**src/rtl/xrs_chain.sv**
```systemverilog
// xrs_chain: cascaded valid/ready register slices with
// synchronous flush and occupancy count.
module xrs_chain #(
  parameter int D_WIDTH = 16,
  parameter int STAGES  = 2,
  parameter int MODE    = 2,
  parameter int LVL_W   = $clog2(2*STAGES+1)
) (
  input  logic               clk,
  input  logic               rstn,
  input  logic               flush,
  input  logic               vldi,
  output logic               rdyi,
  input  logic [D_WIDTH-1:0] datai,
  output logic               vldo,
  input  logic               rdyo,
  output logic [D_WIDTH-1:0] datao,
  output logic [LVL_W-1:0]   level
);

  typedef enum logic [1:0] {EMPTY, ONE, TWO} st_e;

  if (MODE == 0) begin : g_pass
    assign vldo  = vldi;
    assign datao = datai;
    assign rdyi  = rdyo;
    assign level = '0;
  end else begin : g_reg
    localparam int LMAX = (MODE == 2) ? 2*STAGES : STAGES;

    logic               alive, in_v, out_r;
    logic               rdy0, last_v, in_x, out_x;
    logic [D_WIDTH-1:0] last_d;
    logic [LVL_W-1:0]   lvl;

    assign in_v  = vldi & alive & ~flush;
    assign out_r = rdyo & ~flush;
    assign rdyi  = alive & ~flush & rdy0;
    assign vldo  = last_v & ~flush;
    assign datao = last_d;
    assign level = lvl;
    assign in_x  = vldi & rdyi;
    assign out_x = vldo & rdyo;

    always_ff @(posedge clk or negedge rstn) begin
      if (!rstn) alive <= 1'b0;
      else       alive <= 1'b1;
    end

    always_ff @(posedge clk or negedge rstn) begin
      if (!rstn)                lvl <= '0;
      else if (flush)           lvl <= '0;
      else if (in_x && !out_x)  lvl <= lvl + LVL_W'(1);
      else if (out_x && !in_x)  lvl <= lvl - LVL_W'(1);
    end

    if (MODE == 1) begin : g_fwd
      logic [STAGES-1:0]  full;
      logic [STAGES:0]    sr, vx;
      logic [D_WIDTH-1:0] q  [STAGES];
      logic [D_WIDTH-1:0] dx [STAGES+1];

      assign vx = {full, in_v};

      // ready ripples back combinationally from rdyo
      always_comb begin
        sr = '0;
        sr[STAGES] = out_r;
        for (int i = STAGES-1; i >= 0; i--)
          sr[i] = ~full[i] | sr[i+1];
      end

      always_comb begin
        dx[0] = datai;
        for (int i = 0; i < STAGES; i++)
          dx[i+1] = q[i];
      end

      always_ff @(posedge clk or negedge rstn) begin
        if (!rstn) begin
          full <= '0;
          for (int i = 0; i < STAGES; i++)
            q[i] <= '0;
        end else if (flush) begin
          full <= '0;
        end else begin
          for (int i = 0; i < STAGES; i++)
            if (sr[i]) begin
              full[i] <= vx[i];
              if (vx[i]) q[i] <= dx[i];
            end
        end
      end

      assign rdy0   = sr[0];
      assign last_v = vx[STAGES];
      assign last_d = dx[STAGES];
    end else begin : g_full
      st_e                st   [STAGES];
      st_e                st_n [STAGES];
      logic [STAGES-1:0]  rq, vq, push, pop;
      logic [STAGES-1:0]  ld_o, ld_s, o_sk;
      logic [STAGES:0]    vx, rx;
      logic [D_WIDTH-1:0] oreg [STAGES];
      logic [D_WIDTH-1:0] sreg [STAGES];
      logic [D_WIDTH-1:0] dx   [STAGES+1];

      always_comb begin
        vq = '0;
        dx[0] = datai;
        for (int i = 0; i < STAGES; i++) begin
          vq[i]   = (st[i] != EMPTY);
          dx[i+1] = oreg[i];
        end
      end

      assign vx   = {vq, in_v};
      assign rx   = {out_r, rq};
      assign push = vx[STAGES-1:0] & rq;
      assign pop  = vq & rx[STAGES:1];

      always_comb begin
        ld_o = '0;
        ld_s = '0;
        o_sk = '0;
        for (int i = 0; i < STAGES; i++) begin
          st_n[i] = st[i];
          unique case (st[i])
            EMPTY:
              if (push[i]) begin
                st_n[i] = ONE;
                ld_o[i] = 1'b1;
              end
            ONE:
              if (push[i] && pop[i]) begin
                ld_o[i] = 1'b1;
              end else if (push[i]) begin
                st_n[i] = TWO;
                ld_s[i] = 1'b1;
              end else if (pop[i]) begin
                st_n[i] = EMPTY;
              end
            TWO:
              if (pop[i]) begin
                st_n[i] = ONE;
                ld_o[i] = 1'b1;
                o_sk[i] = 1'b1;
              end
            default: st_n[i] = EMPTY;
          endcase
        end
      end

      always_ff @(posedge clk or negedge rstn) begin
        if (!rstn) begin
          rq <= '1;
          for (int i = 0; i < STAGES; i++) begin
            st[i]   <= EMPTY;
            oreg[i] <= '0;
            sreg[i] <= '0;
          end
        end else if (flush) begin
          rq <= '1;
          for (int i = 0; i < STAGES; i++)
            st[i] <= EMPTY;
        end else begin
          for (int i = 0; i < STAGES; i++) begin
            st[i] <= st_n[i];
            rq[i] <= (st_n[i] != TWO);
            if (ld_o[i]) oreg[i] <= o_sk[i] ? sreg[i] : dx[i];
            if (ld_s[i]) sreg[i] <= dx[i];
          end
        end
      end

      assign rdy0   = rx[0];
      assign last_v = vx[STAGES];
      assign last_d = dx[STAGES];
    end

    a_lvl: assert property (@(posedge clk) disable iff (!rstn)
      lvl <= LVL_W'(LMAX));

    a_hold: assert property (@(posedge clk) disable iff (!rstn)
      (vldo && !rdyo) |=> (flush || (vldo && $stable(datao))));
  end

endmodule

```
**config.mk**
```make
export PLATFORM = sky130hd
export DESIGN_NAME = xrs_chain
export DESIGN_NICKNAME = d
export VERILOG_FILES = /design/src/rtl/xrs_chain.sv
export SDC_FILE = /design/constraint.sdc
export NUM_CORES = 1
export LEC_CHECK = 0
export CORE_AREA = 10 10 90 92
export CTS_CLUSTER_DIAMETER = 200
export DETAILED_ROUTE_END_ITERATION = 10
export DIE_AREA = 0 0 100 102
export PLACE_DENSITY_LB_ADDON = 0.15
export SLEW_MARGIN = 20
export SYNTH_ARGS = -nofsm -noshare
export SYNTH_HDL_FRONTEND = slang
export SYNTH_SLANG_ARGS = --single-unit
export TNS_END_PERCENT = 100
```
**constraint.sdc**
```tcl
create_clock -name clk -period 2.14 [get_ports clk]
set_input_delay 0.428 -clock clk [delete_from_list [all_inputs] [get_ports clk]]
set_output_delay 0.428 -clock clk [all_outputs]
set_load 0.01 [all_outputs]
```
After elaboration in Yosys (flattened, before gate mapping)
Index checks and enable logic that the tools add are counted.
{"block": "op_classes", "reduce_logical": 15, "n_eq_ne": 6, "add_sub_neg": 2, "bitwise": 11, "muxes": 33}
{"cell": "2-to-1 mux 16 bit", "n": 2}
{"cell": "2-to-1 mux 2 bit", "n": 11}
{"cell": "2-to-1 mux 1 bit", "n": 12}
{"cell": "case mux 2 bit (3 select lines)", "n": 2}
{"cell": "2-to-1 mux 3 bit", "n": 3}
{"cell": "bitwise AND 1 bit", "n": 8}
{"cell": "AND reduction 2 bit", "n": 4}
{"cell": "case mux 1 bit (3 select lines)", "n": 2}
{"cell": "bitwise AND 2 bit", "n": 2}
{"cell": "equality test 2 x 1 -> 1 bit (second input constant)", "n": 2}
{"cell": "equality test 2 bit (second input constant)", "n": 2}
{"cell": "logical AND 1 bit", "n": 4}
{"cell": "logical NOT 2 bit", "n": 2}
{"cell": "2-to-1 mux 4 bit", "n": 1}
{"cell": "!= test 2 bit (second input constant)", "n": 2}
{"cell": "nonzero test 2 bit", "n": 2}
{"cell": "adder 3 x 1 -> 3 bit (second input constant)", "n": 1}
{"cell": "nonzero test 3 bit", "n": 1}
{"cell": "subtractor 3 x 1 -> 3 bit (second input constant)", "n": 1}
{"cell": "logical NOT 1 bit", "n": 2}
{"cell": "inverter 1 bit", "n": 1}
{"block": "totals", "out_inout_bits": 21, "reg_bits": 74, "input_bits": 21}

Logic depth before layout (Yosys ltp)
Gate-level depths: netlist (run 1).
{"block": "depth", "word_depth": 9, "depth_mapped": 6, "mapped_depth_nobuf": 5}

Least setup slack after synthesis (run 1)
Ideal clock, no wire load.
{"block": "synth_timing", "path_type": "input-to-reg", "startpoint": "in flush", "endpoint": "reg g_reg.lvl[1] (netlist: level[1])", "setup_time_ps": 67, "required_time_ps": 2073, "path_stages": 6, "path_slack_ps": 322, "n_path_buf": 1, "arrival_time_ps": 1752, "cell_sequence": "buf_6 nand4b_4 a21oi_1 fa_1 o21ai_0 o311a_1"}
{"block": "synth_via", "elab_chain_cells": 7}
{"item": "start, declared", "line_no": "11", "source": "input logic flush,"}
{"item": "inverter 1 bit (no line)"}
{"item": "bitwise AND 1 bit, on equally long branches", "line_no": "38, 39"}
{"item": "bitwise AND 1 bit, on equally long branches", "line_no": "38, 43"}
{"item": "bitwise AND 1 bit or logical NOT 1 bit (tied branches)", "line_no": "42, 53"}
{"item": "logical AND 1 bit or logical NOT 1 bit (tied branches)", "line_no": "53, 54"}
{"item": "2-to-1 mux 3 bit or logical AND 1 bit (tied branches)", "line_no": "53, 54"}
{"item": "2-to-1 mux 3 bit or nonzero test 3 bit (tied branches)"}
{"item": "end signal, assigned", "line_no": "53", "source": "else if (in_x && !out_x) lvl <= lvl + LVL_W'(1);"}
{"item": "end signal, assigned", "line_no": "54", "source": "else if (out_x && !in_x) lvl <= lvl - LVL_W'(1);"}
{"item": "end, declared", "line_no": "34", "source": "logic [LVL_W-1:0] lvl;"}
Several ways; a longest one is shown, not always the timed one.
A chain may end at the register's enable or synchronous reset.

Worst setup path in the final report (run 1)
{"block": "layout_timing", "startpoint": "reg g_reg.g_full.rq[0]", "endpoint": "out rdyi"}
{"block": "layout_via", "elab_chain_cells": 1}
{"item": "start, declared", "line_no": "101", "source": "logic [STAGES-1:0] rq, vq, push, pop;"}
{"item": "start signal, assigned by index", "line_no": "169", "source": "rq[i] <= (st_n[i] != TWO);"}
{"item": "bitwise AND 1 bit", "line_no": "38", "source": "assign rdyi = alive & ~flush & rdy0;"}
{"item": "end, declared", "line_no": "13", "source": "output logic rdyi,"}
No other way between the ends.

==> results of run 1 <==
==> synth_stat cells <==
cell        n  share of area (%)
nor2_1      6               0.66
and2_1      1               0.18
mux2_2     64                 21
o221ai_2    1               0.44
inv_1       3               0.33
fa_1        1               0.59
a2bb2oi_1  16                4.1
a21boi_4    1               0.55
nor3_2      1               0.30
or3_1       1               0.18
and2b_2     1               0.26
buf_6       6                2.0
nand2_4     1               0.33
clkbuf_1    3               0.33
dfstp_2     2                1.6
conb_1      1               0.11
nor2b_1     3               0.55
or2b_2      1               0.26
buf_2       1               0.15
o311a_1     1               0.30
xnor2_1     1               0.26
and3_1      3               0.55
or2_2       1               0.18
o21ai_0     1               0.15
o21a_1      3               0.66
or2_1       1               0.18
o22ai_1    16                3.0
buf_4      17                3.8
dfrtp_1    72                 53
nand4b_4    1               0.70
or3_2       1               0.22
nand2_1     3               0.33
o21ai_2     1               0.26
mux2i_1     3               0.89
nor3_1      4               0.59
a21oi_1     4               0.59
==> power by group <==
| part | switching (W) | internal, W | leakage [nW] | total [W] |
|---|---|---|---|---|
| Combinational | 0.000197 | 0.000354 | 0.794 | 0.000551 |
| Sequential | 0.000126 | 0.00157 | 0.950 | 0.00170 |
| Clock | 0.000519 | 0.000779 | 0.117 | 0.00130 |
==> layout make-up <==
cell class	instances	share of cell area (%)
Clock buffer	10	3.139
Sequential cell	74	45.61
Tap cell	77	2.370
Timing Repair Buffer	54	13.54
Inverter	3	0.2770
Clock inverter	6	2.832
Multi-Input combinational cell	143	32.23
==> placed cells by master, fill, tap and decap left out, types with 2 or more instances in the layout <==
master / Yosys / routed
clkinv_4: 0 / 2
buf_12: 0 / 4
o22ai_1: 16 / 16
and3_1: 3 / 3
clkdlybuf4s50_1: 0 / 38
dfrtp_1: 72 / 72
dfstp_2: 2 / 2
a21oi_1: 4 / 4
clkbuf_8: 0 / 9
nor2b_1: 3 / 3
dlygate4sd2_1: 0 / 2
mux2_2: 64 / 64
inv_1: 3 / 3
nand2_1: 3 / 3
bufinv_16: 0 / 3
nor2_1: 6 / 6
a2bb2oi_1: 16 / 16
mux2i_1: 3 / 3
buf_4: 17 / 9
nor3_1: 4 / 4
o21a_1: 3 / 3
==> cells by family (layout without fill, tap and decap cells) <==
logic type	after synthesis	count (layout)	synth area share, %
simple gates	29	29	5.505
mux	67	67	22.16
other cells	1	1	0.1107
flops	74	74	54.75
fa+ha+maj	1	1	0.5911
buf+inv	30	73	6.575
xor+xnor	1	1	0.2586
compound gates	44	44	10.05
==> metrics by stage <==
stage                     TNS [ns]  instances  utilization (%)  hold slack [ns]  worst slack, ns
after floorplan                  0        247                -           0.1324           0.3216
after global placement           0        351            60.93           0.4624         0.003775
after detailed placement  -0.02527        351            60.93           0.4749         -0.01593
after CTS                        0        367            64.76           0.1158          0.09055
after global routing             0        367            64.76           0.1202          0.06391
final                            0        367            64.76           0.1045           0.1174
==> worst paths after layout <==
kind | from | end | slack (ns) | cells past startpoint
setup / recovery | g_reg.g_full.rq[0] | rdyi | 0.12 | 2
hold / removal | rstn | g_reg.g_full.dx[16] | 0.10 | 2
setup reg to reg | g_reg.g_full.st[1] | level[1] | 0.41 | 5
hold reg to reg | level[2] | level[2] | 0.49 | 1
max in group asynchronous | rstn | g_reg.g_full.rq[1] | 1.72 | 2
min in group clk | level[2] | level[2] | 0.49 | 1
==> repair_timing <==
| action | CTS | global route |
|---|---|---|
| endpoints found under the setup margin | 2 | 0 |
| endpoints found under the hold margin | 0 | 0 |
| gates resized for setup | 2 | 0 |
==> sequential cells by signal (all words and copies together), names as in the netlist <==
name	flops
g_reg.g_full.st	4
g_reg.alive	1
g_reg.g_full.rq	2
datao	16
g_reg.g_full.dx	16
level	3
g_reg.g_full.sreg	32
==> worst max-delay path: cells and delay by family (launching register included) <==
kind | cells | cell delay (ns)
buf+inv | 1 | 0.54
simple gates | 1 | 0.17
flops | 1 | 0.55
==> layer usage <==
| layer | vias to the layer above | routed length, um |
|---|---|---|
| met4 | 0 | 131 |
| met1 | 972 | 3241 |
| met2 | 46 | 2375 |
| met3 | 11 | 353 |
| met5 | - | 0 |
| li1 | 969 | - |
==> flow_summary.yaml, run 1 <==
sta:
  finClkSkew_ns: 0.008754
  finalHoldViolCount: 0
  fin_crit_sh_pct: 94.52
  period_minus_slack_ns: 2.023
  rsz0062_at_grt: "no"
  setup_viol: 0
  max_freq_mhz: 494.4
  maxSlewViolCount: 0
detailed_routing:
  avgViaCountPerCell: 5.444
  dr.pass1.iters: 4
  num_vias: 1998
  remaining_drc_errors: 0
  routed_wl_mm: 6.102
  wire_per_inst_um: 16.63
  drtIter0Drc: 51
  ant_nets: 0
cells_and_area:
  fin_area_sq_um: 4065
  multi_input_area_sq_um: 1310
  seqCellArea_sq_um: 1854
  syn2layout_area_growth_pct: 20.02
  fillers: 499
  drive_above_1_share_pct: 36.21
  antennaDiodeCount: 0
  nets: 307
worst_setup_path:
  cp_slowest_stage_delay_ns: 0.55
  cp-start-kind: "flip-flop"
  path_class: "flip-flop to primary output"
  slowest_stage: "dfstp_2"
  crit_chain: "and3_1 -> clkdlybuf4s50_1"
  end_kind: "primary output"
  crit_required_ns: 1.71
  critPathArrivalTime_ns: 1.59
  worstPathMaxFanout: 2
die:
  die_x_um: 100
  dieArea_sq_um: 10200
  start_util_pct: 53.96
  io-pin-count: 42
  core-area_sq_um: 6277
  die_h_um: 102
  row_count: 29
clock_network:
  clockBufferDepth: 2
  numCtsBuffers: 9
  tritoncts: "done"
  clk_pin_slew_worst_paths_ns: 0.08
  htree_levels: 3
  ctsRootBufferMaster: "clkbuf_8"
  cts.sinks: 74
  post-cts-setup-buffer-count: 0
  ctsHoldBuffers: 0
  clk-insertion-delay-late_ns: 0.35
power:
  p_leak_nw: 1.861
  vdd_drop_max_v: 0.0005477
  p_total_w: 0.003545
  powerDensity_nw_per_um2: 872.1
global_route:
  grt_pass1_vias: 1983
  use_met2_pct: 15.33
  grt_usage_pct: 12.53
  antenna_found_initial: 0
  met1_usage_pct: 18.66
  grt_pass1_wl_mm: 10.11
  met3_usage_pct: 4.251
  overflow: 0
  grt_max_degree: 75
  grt_most_used_layer: "met1"
logic_synthesis:
  synth_warnings: 0
  syn_area_per_cell_sq_um: 13.71
  synthCells: 247
  synth_seq_cells: 74
  yosysUniqueCellTypes: 36
  synth.yosys.seq_area_share_pct: 54.75
  syn_nets: 269
  syn_area_sq_um: 3387
placed_design:
  place_hpwl_mm: 4.148
  portBuffers: 41
  placed_cell_area_sq_um: 3825
  routabilityCongestion: 0.7503
job:
  maxCapViolCount: 0
min_path:
  hold_path.class: "input pin to asynchronous set/reset pin"
status:
  status: "completed"
No activity file was read; power rests on OpenSTA's default activity.
==> inputs of run 2 (changes only) <==
==> constraint.sdc (replaced) <==
create_clock -name clk -period 2.14 [get_ports clk]
set_input_delay 0.214 -clock clk [delete_from_list [all_inputs] [get_ports clk]]
set_output_delay 0.214 -clock clk [all_outputs]
set_load 0.01 [all_outputs]
==> run 2 against run 1 <==
Effect of this change:
- combinational power about the same
- final area is 1.3% lower
- core utilization fell by 0.86 points
- non-clock buffer count shrank 1
- worst setup slack gained 0.096 ns
- wire length decreased by 1.3%
- clock-buffer cell count grew 3
- power decreased by 8.3%
- critical path depth is 1 higher
- register-to-register slack lost 0.04 ns
- first-iteration DRC count grew 51%
- die area unchanged
==> flow_summary.yaml, run 2 (synthesis gave the netlist of run 1 again) <==
cells_and_area:
  layout_commonest_cell: "dfrtp_1"
  fin_area_sq_um: 4011
  fillers: 488
  drive_above_1_share_pct: 35.64
  nets: 306
  largest_register_ffs: 32
  top_register: "g_reg.g_full.sreg"
  final_cell_mix: "72 x dfrtp_1, 64 x mux2_2, 40 x clkdlybuf4s50_1, 16 x o22ai_1, 16 x a2bb2oi_1"
  antennaDiodeCount: 0
  final_cells: 366
  syn2layout_area_growth_pct: 18.43
detailed_routing:
  routed_wl_mm: 6.020
  met1Wirelength_mm: 3.045
  dr.pass1.iters: 4
  route.top_layer_used: "met4"
  wire_per_inst_um: 16.45
  met3WireLength_um: 398
  drtIter0Drc: 77
  wl_met2_mm: 2.461
  num_vias: 2015
  remaining_drc_errors: 0
  avgViaCountPerCell: 5.505
  ant_nets: 0
placed_design:
  routabilityCongestion: 0.8012
  dp_cells: 349
  placed_cell_area_sq_um: 3810
  dp_slack_ns: 0.1167
  place_hpwl_mm: 4.314
  portBuffers: 41
power:
  powerDensity_nw_per_um2: 810.8
  p_total_w: 0.003252
  vdd_drop_max_v: 0.0005232
  p_leak_nw: 1.820
die:
  die_h_um: 102
  dieArea_sq_um: 10200
  io-pin-count: 42
  core-area_sq_um: 6277
  die_x_um: 100
  start_util_pct: 53.96
  row_count: 29
global_route:
  antenna_found_initial: 0
  grt_pass1_vias: 2052
  grt_max_degree: 26
  grt_pass1_wl_mm: 10.39
  overflow: 0
  grt_usage_pct: 12.69
clock_network:
  ctsRootBufferMaster: "clkbuf_8"
  cts.sinks: 74
  post-cts-setup-buffer-count: 0
  htree_levels: 3
  clk_pin_slew_worst_paths_ns: 0.07
  numCtsBuffers: 9
  tritoncts: "done"
  clockBufferDepth: 2
  clk-insertion-delay-late_ns: 0.34
worst_setup_path:
  end_kind: "primary output"
  path_class: "flip-flop to primary output"
  r2r_cells: 5
  slowest_stage: "clkdlybuf4s50_1"
  r2r_end: "level[1]"
  cp_top_family: "simple AND/OR/NAND/NOR gates"
  cp_slowest_stage_delay_ns: 0.47
  r2r-start: "g_reg.g_full.st[1]"
  critPathArrivalTime_ns: 1.71
  critPathBufInv: 1
  cp-start-kind: "flip-flop"
  worstPathMaxFanout: 6
  crit_chain: "or2_2 -> and2_1 -> clkdlybuf4s50_1"
  cp_num_cells: 3
  crit_start: "g_reg.g_full.st[1]"
  crit_required_ns: 1.93
  rrSetupSlack_ns: 0.37
sta:
  finalSetupTns_ns: 0
  finalHoldViolCount: 0
  maxSlewViolCount: 0
  fin_crit_sh_pct: 90.01
  period_minus_slack_ns: 1.926
  rsz0062_at_grt: "no"
  max_freq_mhz: 519.2
  setup_ws_ns: 0.2138
  finClkSkew_ns: 0.004297
  setup_viol: 0
status:
  status: "completed"
min_path:
  hold_path.class: "input pin to asynchronous set/reset pin"
job:
  maxCapViolCount: 0
-- run 2: changes by cell type in the layout (fill, tap and decap cells not counted), sizes merged --
cell           delta
dlygate4sd3       +1
bufinv            -3
clkinvlp          +2
dlygate4sd2       -2
clkinv            -2
clkdlybuf4s50     +2
clkbuf            +3
buf               -2
-- run 2: how the worst max path moves through the flow --
stage / to / slack, ns
4_1_cts: vldo / 0.19
2_1_floorplan: level[1] / 0.36
5_1_grt: rdyi / 0.13
3_5_place_dp: level[1] / 0.12
6_report: vldo / 0.21
3_3_place_gp: level[1] / 0.20
-- run 2: report_power, final --
part           internal, W  switching, W  total [W]
registers          0.00157      0.000118    0.00169
logic             0.000354      0.000196   0.000549
clock network     0.000517      0.000497    0.00101
-- run 2: cell type report --
cell class / count / area [sq um] / share of cell area, %
flip-flops and latches: 74 / 1854 / 46.23
inverters: 3 / 11.26 / 0.2807
clock inverters: 3 / 22.52 / 0.5614
clock buffers: 13 / 168.9 / 4.211
well taps: 77 / 96.34 / 2.402
repair buffers: 53 / 548.0 / 13.66
multi-input cells: 143 / 1310 / 32.66
-- run 2: worst register-to-register path, cell delays in order, from the launching register on --
cell and delay (ns):
dfrtp_1 0.42, or2_2 0.32, a21oi_1 0.25, fa_1 0.46, o21ai_0 0.08, o311a_1 0.17
-- run 2: timing repair --
item                      CTS  global route
gates resized for setup     0             0
hold endpoints to repair   16             0
hold buffers                1             0
-- run 2: through the flow --
step | util (%) | hold slack [ns]
floorplan | - | -0.08159
global placement | 60.69 | 0.2039
detailed placement | 60.69 | 0.2077
CTS | 63.90 | 0.3648
global route | 63.90 | 0.4005
finish | 63.90 | 0.3686
-- run 2: per-layer routing --
layer	track usage [%]	vias to the layer above
met4	6.848	0
met1	18.18	992
met3	4.184	10
li1	-	966
met2	16.33	47
met5	0	-
==> inputs of run 3 (changes only) <==
--- a/config.mk
+++ b/config.mk
@@ -9,7 +9,7 @@
 export CTS_CLUSTER_DIAMETER = 200
 export DETAILED_ROUTE_END_ITERATION = 10
 export DIE_AREA = 0 0 100 102
-export PLACE_DENSITY_LB_ADDON = 0.15
+export PLACE_DENSITY = 0.77
 export SLEW_MARGIN = 20
 export SYNTH_ARGS = -nofsm -noshare
 export SYNTH_HDL_FRONTEND = slang
==> run 3 against run 2 <==
Effect of this change:
- critical endpoint unchanged
- largest cell class unchanged
- largest power group unchanged
- sequential power about the same
- critical path type unchanged
- first-iteration DRC count up 73%
- die area unchanged
==> flow_summary.yaml, run 3 (synthesis gave the netlist of run 1 again) <==
power:
  vdd_drop_max_v: 0.0005453
  powerDensity_nw_per_um2: 872.6
  p_leak_nw: 1.856
clock_network:
  clockBufferDepth: 2
  numCtsBuffers: 9
  post_cts_resize_count: 0
  htree_levels: 3
  ctsRootBufferMaster: "clkbuf_8"
  clk-insertion-delay-late_ns: 0.34
  cts.sinks: 74
  tritoncts: "done"
  post-cts-setup-buffer-count: 0
  clk_pin_slew_worst_paths_ns: 0.08
detailed_routing:
  route.top_layer_used: "met4"
  wl_met2_mm: 3.265
  wire_per_inst_um: 17.87
  drtIter0Drc: 133
  avgViaCountPerCell: 5.552
  num_vias: 2032
  remaining_drc_errors: 0
  ant_nets: 0
  met1Wirelength_mm: 2.884
  met3WireLength_um: 299
  routed_wl_mm: 6.539
  dr.pass1.iters: 4
cells_and_area:
  nets: 306
  layout_commonest_cell: "dfrtp_1"
  final_cell_mix: "72 x dfrtp_1, 64 x mux2_2, 40 x clkdlybuf4s50_1, 16 x o22ai_1, 16 x a2bb2oi_1"
  top_register: "g_reg.g_full.sreg"
  multi_input_area_sq_um: 1310
  largest_register_ffs: 32
  drive_above_1_share_pct: 35.99
  final_util_pct: 64.60
  seqCellArea_sq_um: 1854
  syn2layout_area_growth_pct: 19.73
  antennaDiodeCount: 0
  fillers: 457
worst_setup_path:
  critPathArrivalTime_ns: 1.75
  end_kind: "primary output"
  crit_required_ns: 1.93
  cp-start-kind: "flip-flop"
  path_class: "flip-flop to primary output"
  worstPathMaxFanout: 6
die:
  core-area_sq_um: 6277
  start_util_pct: 53.96
  dieArea_sq_um: 10200
  row_count: 29
  die_x_um: 100
  die_h_um: 102
  io-pin-count: 42
sta:
  setup_viol: 0
  max_freq_mhz: 509.8
  period_minus_slack_ns: 1.962
  finClkSkew_ns: 0.01040
  finalSetupTns_ns: 0
  rsz0062_at_grt: "no"
  fin_crit_sh_pct: 91.66
  finalHoldViolCount: 0
  maxSlewViolCount: 0
placed_design:
  routabilityCongestion: 0.7253
  portBuffers: 41
  place_hpwl_mm: 4.498
global_route:
  grt_usage_pct: 13.83
  grt_pass1_vias: 2179
  grt_pass1_wl_mm: 11.18
  antenna_found_initial: 0
  overflow: 0
  grt_max_degree: 75
status:
  status: "completed"
job:
  maxCapViolCount: 0
min_path:
  hold_path.class: "input pin to asynchronous set/reset pin"
[run 3: final timing paths]
| path | start | end | slack (ns) | cells after the start |
|---|---|---|---|---|
| max in group asynchronous | rstn | g_reg.g_full.rq[0] | 1.36 | 3 |
| min | rstn | datao[1] | 0.42 | 3 |
| min reg2reg | level[2] | level[2] | 0.50 | 1 |
| max | g_reg.g_full.st[1] | vldo | 0.18 | 3 |
| max reg2reg | g_reg.g_full.rq[1] | datao[4] | 0.32 | 4 |
| min in group clk | level[2] | level[2] | 0.50 | 1 |
[run 3: repair_timing]
action	in CTS	in global routing
hold buffers	1	0
endpoints found under the setup margin	0	0
hold endpoints to repair	72	0
[run 3: layer usage]
layer | vias to the layer above | GRT usage (%)
met3 | 7 | 4.386
met2 | 33 | 22.65
met4 | 0 | 5.870
met5 | - | 0
met1 | 1031 | 16.51
li1 | 961 | -
[run 3: report_power, final]
part	switching [W]	internal, W
clock network	0.000502	0.000787
logic	0.000206	0.000353
registers	0.000119	0.00157
total	0.000827	0.00271
[run 3: cell type report]
class | instances | area share [%]
multi-input combinational | 143 | 32.30
sequential | 74 | 45.73
clock inverter | 3 | 1.697
inverter | 3 | 0.2777
tap | 77 | 2.376
timing repair buffer | 53 | 13.21
clock buffer | 13 | 4.412
[run 3: worst max-delay path, cell delays in order, from the launching register on]
cell	delay (ns)
dfrtp_1	0.43
or2_2	0.33
and2_1	0.16
clkdlybuf4s50_1	0.48
[run 3: through the flow]
step / hold slack, ns / setup slack [ns] / instances / power [W] / area (sq um)
floorplan: -0.08159 / 0.3615 / 247 / 0.002062 / 3387
global placement: 0.2753 / 0.2360 / 349 / 0.002256 / 3797
detailed placement: 0.2724 / 0.1701 / 349 / 0.002282 / 3797
CTS: 0.4253 / 0.1611 / 366 / 0.003581 / 4055
global route: 0.4677 / 0.09732 / 366 / 0.003708 / 4055
finish: 0.4163 / 0.1784 / 366 / 0.003538 / 4055
